## src/rtl/pipelined_adder_pkg.sv

```systemverilog
// ---------------------------------------------------------------------------
// pipelined_adder_pkg
// Shared definitions for the segmented pipelined adder.
//   DEF_WIDTH / DEF_SEG : default operand width and bits per pipeline stage
//   seg_t               : one SEG-bit operand/sum segment (default SEG)
//   stage_ctl_t         : per-stage valid bit and registered inter-stage carry
//   stages_f()          : number of pipeline stages, WIDTH/SEG (at least 1)
// ---------------------------------------------------------------------------
package pipelined_adder_pkg;

  localparam int unsigned DEF_WIDTH = 32;
  localparam int unsigned DEF_SEG   = 8;

  typedef logic [DEF_SEG-1:0] seg_t;

  typedef struct packed {
    logic valid;
    logic carry;
  } stage_ctl_t;

  function automatic int unsigned stages_f(input int unsigned width,
                                           input int unsigned seg);
    if (seg == 0 || width < seg) return 1;
    return width / seg;
  endfunction

endpackage

```

## src/rtl/adder_slice.sv

```systemverilog
// ---------------------------------------------------------------------------
// adder_slice
// Purely combinational SEG-bit ripple-carry adder built from full-adder cells.
// Ports:
//   i_a, i_b  [SEG-1:0]  segment operands
//   i_cin                carry into bit 0 of the segment
//   o_sum     [SEG-1:0]  segment sum
//   o_cout               carry out of the segment MSB
//   o_cmsb               carry into the segment MSB (signed overflow term)
// ---------------------------------------------------------------------------
module adder_slice
  import pipelined_adder_pkg::*;
#(
  parameter int unsigned SEG = DEF_SEG
) (
  input  logic [SEG-1:0] i_a,
  input  logic [SEG-1:0] i_b,
  input  logic           i_cin,
  output logic [SEG-1:0] o_sum,
  output logic           o_cout,
  output logic           o_cmsb
);

  logic w_c;

  always_comb begin
    o_sum  = '0;
    o_cmsb = 1'b0;
    w_c    = i_cin;
    for (int unsigned i = 0; i < SEG; i++) begin
      o_sum[i] = i_a[i] ^ i_b[i] ^ w_c;
      if (i == SEG - 1) o_cmsb = w_c;
      w_c = (i_a[i] & i_b[i]) | (w_c & (i_a[i] ^ i_b[i]));
    end
    o_cout = w_c;
  end

endmodule

```

## src/rtl/pipelined_adder.sv

```systemverilog
// ---------------------------------------------------------------------------
// pipelined_adder
// WIDTH-bit adder split into STAGES = WIDTH/SEG ripple segments with the
// carry registered between segments. One operation per cycle, valid/ready
// handshake on both sides, latency STAGES cycles when not stalled.
// Optional build macro: PIPELINED_ADDER_ADDSUB_EN adds the 'sub' input
// (1 = a + ~b + 1, cin ignored).
// Ports:
//   clk, rst_n          clock (rising edge), asynchronous active-low reset
//   in_valid, in_ready  input handshake
//   a, b [WIDTH-1:0]    operands
//   cin                 carry into bit 0
//   sub                 subtract select (only with PIPELINED_ADDER_ADDSUB_EN)
//   out_valid, out_ready output handshake
//   s [WIDTH-1:0]       registered sum modulo 2^WIDTH
//   cout                registered carry out of bit WIDTH-1
//   ovf                 registered signed overflow (carry-in XOR carry-out MSB)
// ---------------------------------------------------------------------------
module pipelined_adder
  import pipelined_adder_pkg::*;
#(
  parameter int unsigned WIDTH = DEF_WIDTH,
  parameter int unsigned SEG   = DEF_SEG
) (
  input  logic             clk,
  input  logic             rst_n,
  input  logic             in_valid,
  output logic             in_ready,
  input  logic [WIDTH-1:0] a,
  input  logic [WIDTH-1:0] b,
  input  logic             cin,
`ifdef PIPELINED_ADDER_ADDSUB_EN
  input  logic             sub,
`endif
  output logic             out_valid,
  input  logic             out_ready,
  output logic [WIDTH-1:0] s,
  output logic             cout,
  output logic             ovf
);

  localparam int unsigned STAGES = stages_f(WIDTH, SEG);

  // Global advance: the whole pipeline moves or holds as one.
  logic w_adv;
  assign w_adv    = !out_valid || out_ready;
  assign in_ready = w_adv;

  // Stage-0 operand conditioning; subtract is folded in here so later
  // stages only ever add.
  logic [WIDTH-1:0] w_b0;
  logic             w_cin0;

  always_comb begin
`ifdef PIPELINED_ADDER_ADDSUB_EN
    w_b0   = sub ? ~b : b;
    w_cin0 = sub ? 1'b1 : cin;
`else
    w_b0   = b;
    w_cin0 = cin;
`endif
  end

  // Per-stage registers. r_a/r_b carry the operands forward so stage k
  // finds its segment at [k*SEG +: SEG]; r_s accumulates the completed
  // lower sum segments so every segment of an operation leaves together.
  logic [WIDTH-1:0] r_a   [STAGES];
  logic [WIDTH-1:0] r_b   [STAGES];
  logic [WIDTH-1:0] r_s   [STAGES];
  stage_ctl_t       r_ctl [STAGES];
  logic             r_ovf;

  // Values entering each stage (from the ports for stage 0, else from the
  // previous stage registers).
  logic [WIDTH-1:0] w_pa [STAGES];
  logic [WIDTH-1:0] w_pb [STAGES];
  logic [WIDTH-1:0] w_ps [STAGES];
  logic             w_pv [STAGES];
  logic             w_ci [STAGES];

  logic [SEG-1:0]   w_seg [STAGES];
  logic             w_co  [STAGES];
  logic             w_cm  [STAGES];

  for (genvar k = 0; k < STAGES; k++) begin : g_stage
    if (k == 0) begin : g_first
      assign w_pa[k] = a;
      assign w_pb[k] = w_b0;
      assign w_ps[k] = '0;
      assign w_pv[k] = in_valid;
      assign w_ci[k] = w_cin0;
    end else begin : g_next
      assign w_pa[k] = r_a[k-1];
      assign w_pb[k] = r_b[k-1];
      assign w_ps[k] = r_s[k-1];
      assign w_pv[k] = r_ctl[k-1].valid;
      assign w_ci[k] = r_ctl[k-1].carry;
    end

    adder_slice #(
      .SEG(SEG)
    ) u_slice (
      .i_a    (w_pa[k][k*SEG +: SEG]),
      .i_b    (w_pb[k][k*SEG +: SEG]),
      .i_cin  (w_ci[k]),
      .o_sum  (w_seg[k]),
      .o_cout (w_co[k]),
      .o_cmsb (w_cm[k])
    );
  end

  always_ff @(posedge clk or negedge rst_n) begin
    if (!rst_n) begin
      for (int unsigned k = 0; k < STAGES; k++) begin
        r_a[k]   <= '0;
        r_b[k]   <= '0;
        r_s[k]   <= '0;
        r_ctl[k] <= '0;
      end
      r_ovf <= 1'b0;
    end else if (w_adv) begin
      for (int unsigned k = 0; k < STAGES; k++) begin
        r_a[k]               <= w_pa[k];
        r_b[k]               <= w_pb[k];
        r_s[k]               <= w_ps[k];
        r_s[k][k*SEG +: SEG] <= w_seg[k];
        r_ctl[k].valid       <= w_pv[k];
        r_ctl[k].carry       <= w_co[k];
      end
      r_ovf <= w_cm[STAGES-1] ^ w_co[STAGES-1];
    end
  end

  assign out_valid = r_ctl[STAGES-1].valid;
  assign s         = r_s[STAGES-1];
  assign cout      = r_ctl[STAGES-1].carry;
  assign ovf       = r_ovf;

endmodule

```

## config.mk

```make
export PLATFORM = sky130hd
export DESIGN_NAME = pipelined_adder
export DESIGN_NICKNAME = d
export VERILOG_FILES = /design/src/rtl/pipelined_adder_pkg.sv /design/src/rtl/adder_slice.sv /design/src/rtl/pipelined_adder.sv
export SDC_FILE = /design/constraint.sdc
export NUM_CORES = 1
export LEC_CHECK = 0
export ABC_CLOCK_PERIOD_IN_PS = 4100
export BUFFER_PORTS_ARGS = -buffer_cell sky130_fd_sc_hd__buf_2
export CORE_AREA = 2 2 171 173
export CTS_CLUSTER_DIAMETER = 50
export DETAILED_ROUTE_END_ITERATION = 7
export DIE_AREA = 0 0 173 175
export PLACE_DENSITY_LB_ADDON = 0.08
export SLEW_MARGIN = 25
export SYNTH_ARGS = -nofsm -noshare
export SYNTH_HDL_FRONTEND = slang
export SYNTH_SLANG_ARGS = --single-unit
```

## constraint.sdc

```tcl
create_clock -name clk -period 4.1 [get_ports clk]
set_input_delay 1.025 -clock clk [delete_from_list [all_inputs] [get_ports clk]]
set_output_delay 1.025 -clock clk [all_outputs]
set_load 0.005 [all_outputs]
```

==> reports/summary.log <==
[outcome] outcome completed
[yosys] most used standard cell by instance count after synthesis dfrtp_1
[grt] met1 capacity usage during global routing 14.15%
[clocking] CTS sink cnt 185
[yosys] fraction of post-synthesis cell area in the top cell type by area 55.08%
[die] number of top-level pins 105
[grt] remaining global-route overflow 0
[timing] worst setup skew after layout 15.18 ps
[setup_path] count of cells along the worst register-to-register path 13
[cells_and_area] number of nets in the layout 679
[cells_and_area] FF/Latch Area 4629 um^2
[min_path] cell count of the worst hold path 1
[yosys] Cell Area, Synth 8406 um^2
[place] Placed Instances 943
[yosys] Synth Register Bits 185
[timing] setup-violating endpoint count in the final report 0
[clocking] Root Driver clkbuf_16
[timing] min Tclk post-route 3878 ps
[yosys] Post-Synthesis Net Count 600
[yosys] share of the yosys chip area belonging to registers 55.08%
[setup_path] Data required, critical path 4400 ps
[place] final weighted congestion in routability-driven placement 0.6900
[grt] initial antenna violation count 0
[setup_path] worst reg2reg setup slack 220 ps
[clocking] deepest level of the CTS H-tree 4
[pwr] total power density per cell area 770.9 nW/um^2
[timing] number of hold violations in the final report 0
[timing] final hold slack 470.8 ps
[place] detailed placer's ending HPWL 9461 um
[yosys] cell taking the most area after synthesis dfrtp_1
[grt] vias in the first global route 4,460
[die] area of the die 30,280 um^2
[cells_and_area] layout overhead on the synthesized area 15.44%
[yosys] number of enable-type register cells in the synthesized netlist 0
[pwr] P_leak 0.004587 uW
[die] number of rows created at floorplan 62
[grt] met3 GRT Util 3.068%
[clocking] maximum clock insertion buffer count 2
[job] max-cap violation count 0
[timing] crit share post-route 94.59%
[min_path] Hold/Removal Path Class reg -> reg
[timing] unrepaired setup endpoints after global routing no
[timing] FMAX 0.2578 GHz
[yosys] synthesized instance count 499
[drt] routed wirelength normalized by instance count 15.11 um
[cells_and_area] layout cells sized above 1 56.85%
[grt] met2 usage 16.35%
[yosys] Ys Warns 0
[place] number of port buffers 104
[clocking] number of clock buffers inserted by TritonCTS 17
[yosys] post-synthesis async set-or-reset flop share 100.0%
[drt] Via Count 3,944
[drt] Via-to-Cell Ratio 4.045
[grt] grt peak-use layer met2
[setup_path] data arrival at the endpoint of the critical path 4180 ps
[yosys] synth top area cells dfrtp_1, mux2_4, fa_1
[drt] drt drc 0
[setup_path] Worst Setup End Kind flop
[die] Initial Util 29.61%
[grt] largest net degree at the start of global routing 122
[setup_path] startpoint kind of the worst setup timing path flop
[drt] DR iter-0 viols 216
[yosys] Post-synth top cells dfrtp_1, mux2_4, mux2_2, buf_4, fa_1
[setup_path] Setup CP Type reg -> reg
[pwr] worst-case vdd ir drop 0.0003337 V
[grt] all-layer global routing usage 10.40%
[drt] remaining antenna violation count 0
[cells_and_area] fin cells 975
[drt] number of detailed-routing iterations run before antenna repair 4
[cells_and_area] filler cell count 2,813
[drt] total length of routed wires 14,730 um
[clocking] later-pin clock latency in the skew report 430 ps
[yosys] distinct cell type count of the synthesized netlist 13
[clocking] clk slew on worst S/H paths 70 ps
[grt] global-route wire length before repair 24,610 um
[yosys] prevailing post-synth register cell dfrtp_1
[die] Chip Height 175 um
[timing] worst-margin pin slew 908.0 ps
[cells_and_area] multi-input logic area 3268 um^2
[clocking] clock tree from TritonCTS built
[timing] Slew HR 39.47%
[die] core outline area 28,390 um^2
[timing] max-slew violation count 0
[yosys] average size of a mapped cell 16.84 um^2
[die] die width 173 um
[cells_and_area] ANT cells 0
[setup_path] maximum fanout count along the critical path 2
==> placed cells by master, fill, tap and decap left out, drive strengths merged <==
master,netlist,routed
a21oi,12,12
buf,53,114
bufinv,0,1
clkbuf,2,19
clkinv,0,3
clkinvlp,0,2
dfrtp,185,185
fa,32,32
inv,28,36
mux2,172,172
nand2b,2,2
nor3b,12,12
xnor2,1,1
==> cell families after synthesis <==
family                     count (synthesis)  synth area share, %
buffers and inverters                     83                6.639
muxes                                    172                28.62
DFF                                      185                55.08
AOI/OAI and AO/OA                         12               0.7145
and+or+nand+nor                           14                1.221
xor gates and xnor gates                   1               0.1042
adders and majority gates                 32                7.621
==> path summary, 6_finish.rpt <==
| check | startpoint | endpoint |
|---|---|---|
| max | r_ctl[2]$_DFFE_PN0P_ | ovf$_DFFE_PN0P_ |
| min | r_ctl[3]$_DFFE_PN0P_ | out_valid$_DFFE_PN0P_ |
| max reg2reg | r_ctl[2]$_DFFE_PN0P_ | ovf$_DFFE_PN0P_ |
| min reg2reg | r_ctl[3]$_DFFE_PN0P_ | out_valid$_DFFE_PN0P_ |
| max in group asynchronous | rst_n | r_b[122]$_DFFE_PN0P_ |
| min in group asynchronous | rst_n | r_s[45]$_DFFE_PN0P_ |
==> report_power, final <==
group / leakage (uW) / switching, uW / total (uW) / internal [uW]
clock: 0.000280 / 783 / 1650 / 867
combinational: 0.00216 / 970 / 2700 / 1730
sequential: 0.00215 / 499 / 3130 / 2630
==> routing by layer <==
layer,up-vias,wire (um)
li1,1814,-
met1,2040,7199
met2,85,6761
met3,5,665
met4,0,107
met5,-,0
==> registers in the layout, summed over array words and instances (netlist names) <==
register / count
r_a: 48
ovf: 1
out_valid: 1
r_ctl: 6
r_b: 48
cout: 1
s: 32
r_s: 48
==> critical path, cell delays in order, from the launching register on <==
cell     delay, ps
dfrtp_1        410
fa_2           400
fa_2           410
fa_2           420
fa_2           400
fa_1           430
inv_1           90
fa_1           170
inv_1           50
fa_2           350
inv_1          100
fa_2           220
xnor2_1         60
mux2_4         260
==> per-stage QoR <==
stage                     setup TNS, ps  setup WS [ps]  util, %  area (um^2)  total power, uW
after floorplan                       0          27.28        -         8413             5308
after detailed placement         -929.9         -237.1    32.00         9085             5882
final                                 0          221.7    34.18         9703             7480
after CTS                             0          15.73    34.11         9686             7639
after global routing                  0          37.66    34.18         9703             8071
after global placement           -746.7         -197.5    32.00         9085             5836
==> repair_timing <==
item,in CTS,in global routing
hold buffers,0,0
pin swaps,0,1
cloned,0,0
setup buffers,0,0
endpoints found under the setup margin,5,4
gates resized for setup,7,7
==> layout make-up <==
type | count | share of cell area, %
multi-input cells | 231 | 33.68
repair buffers | 115 | 6.564
well taps | 384 | 4.952
clock buffers | 18 | 4.423
inverters | 28 | 1.083
clock inverters | 14 | 1.586
flip-flops and latches | 185 | 47.71
No activity file was read; power rests on OpenSTA's default activity.
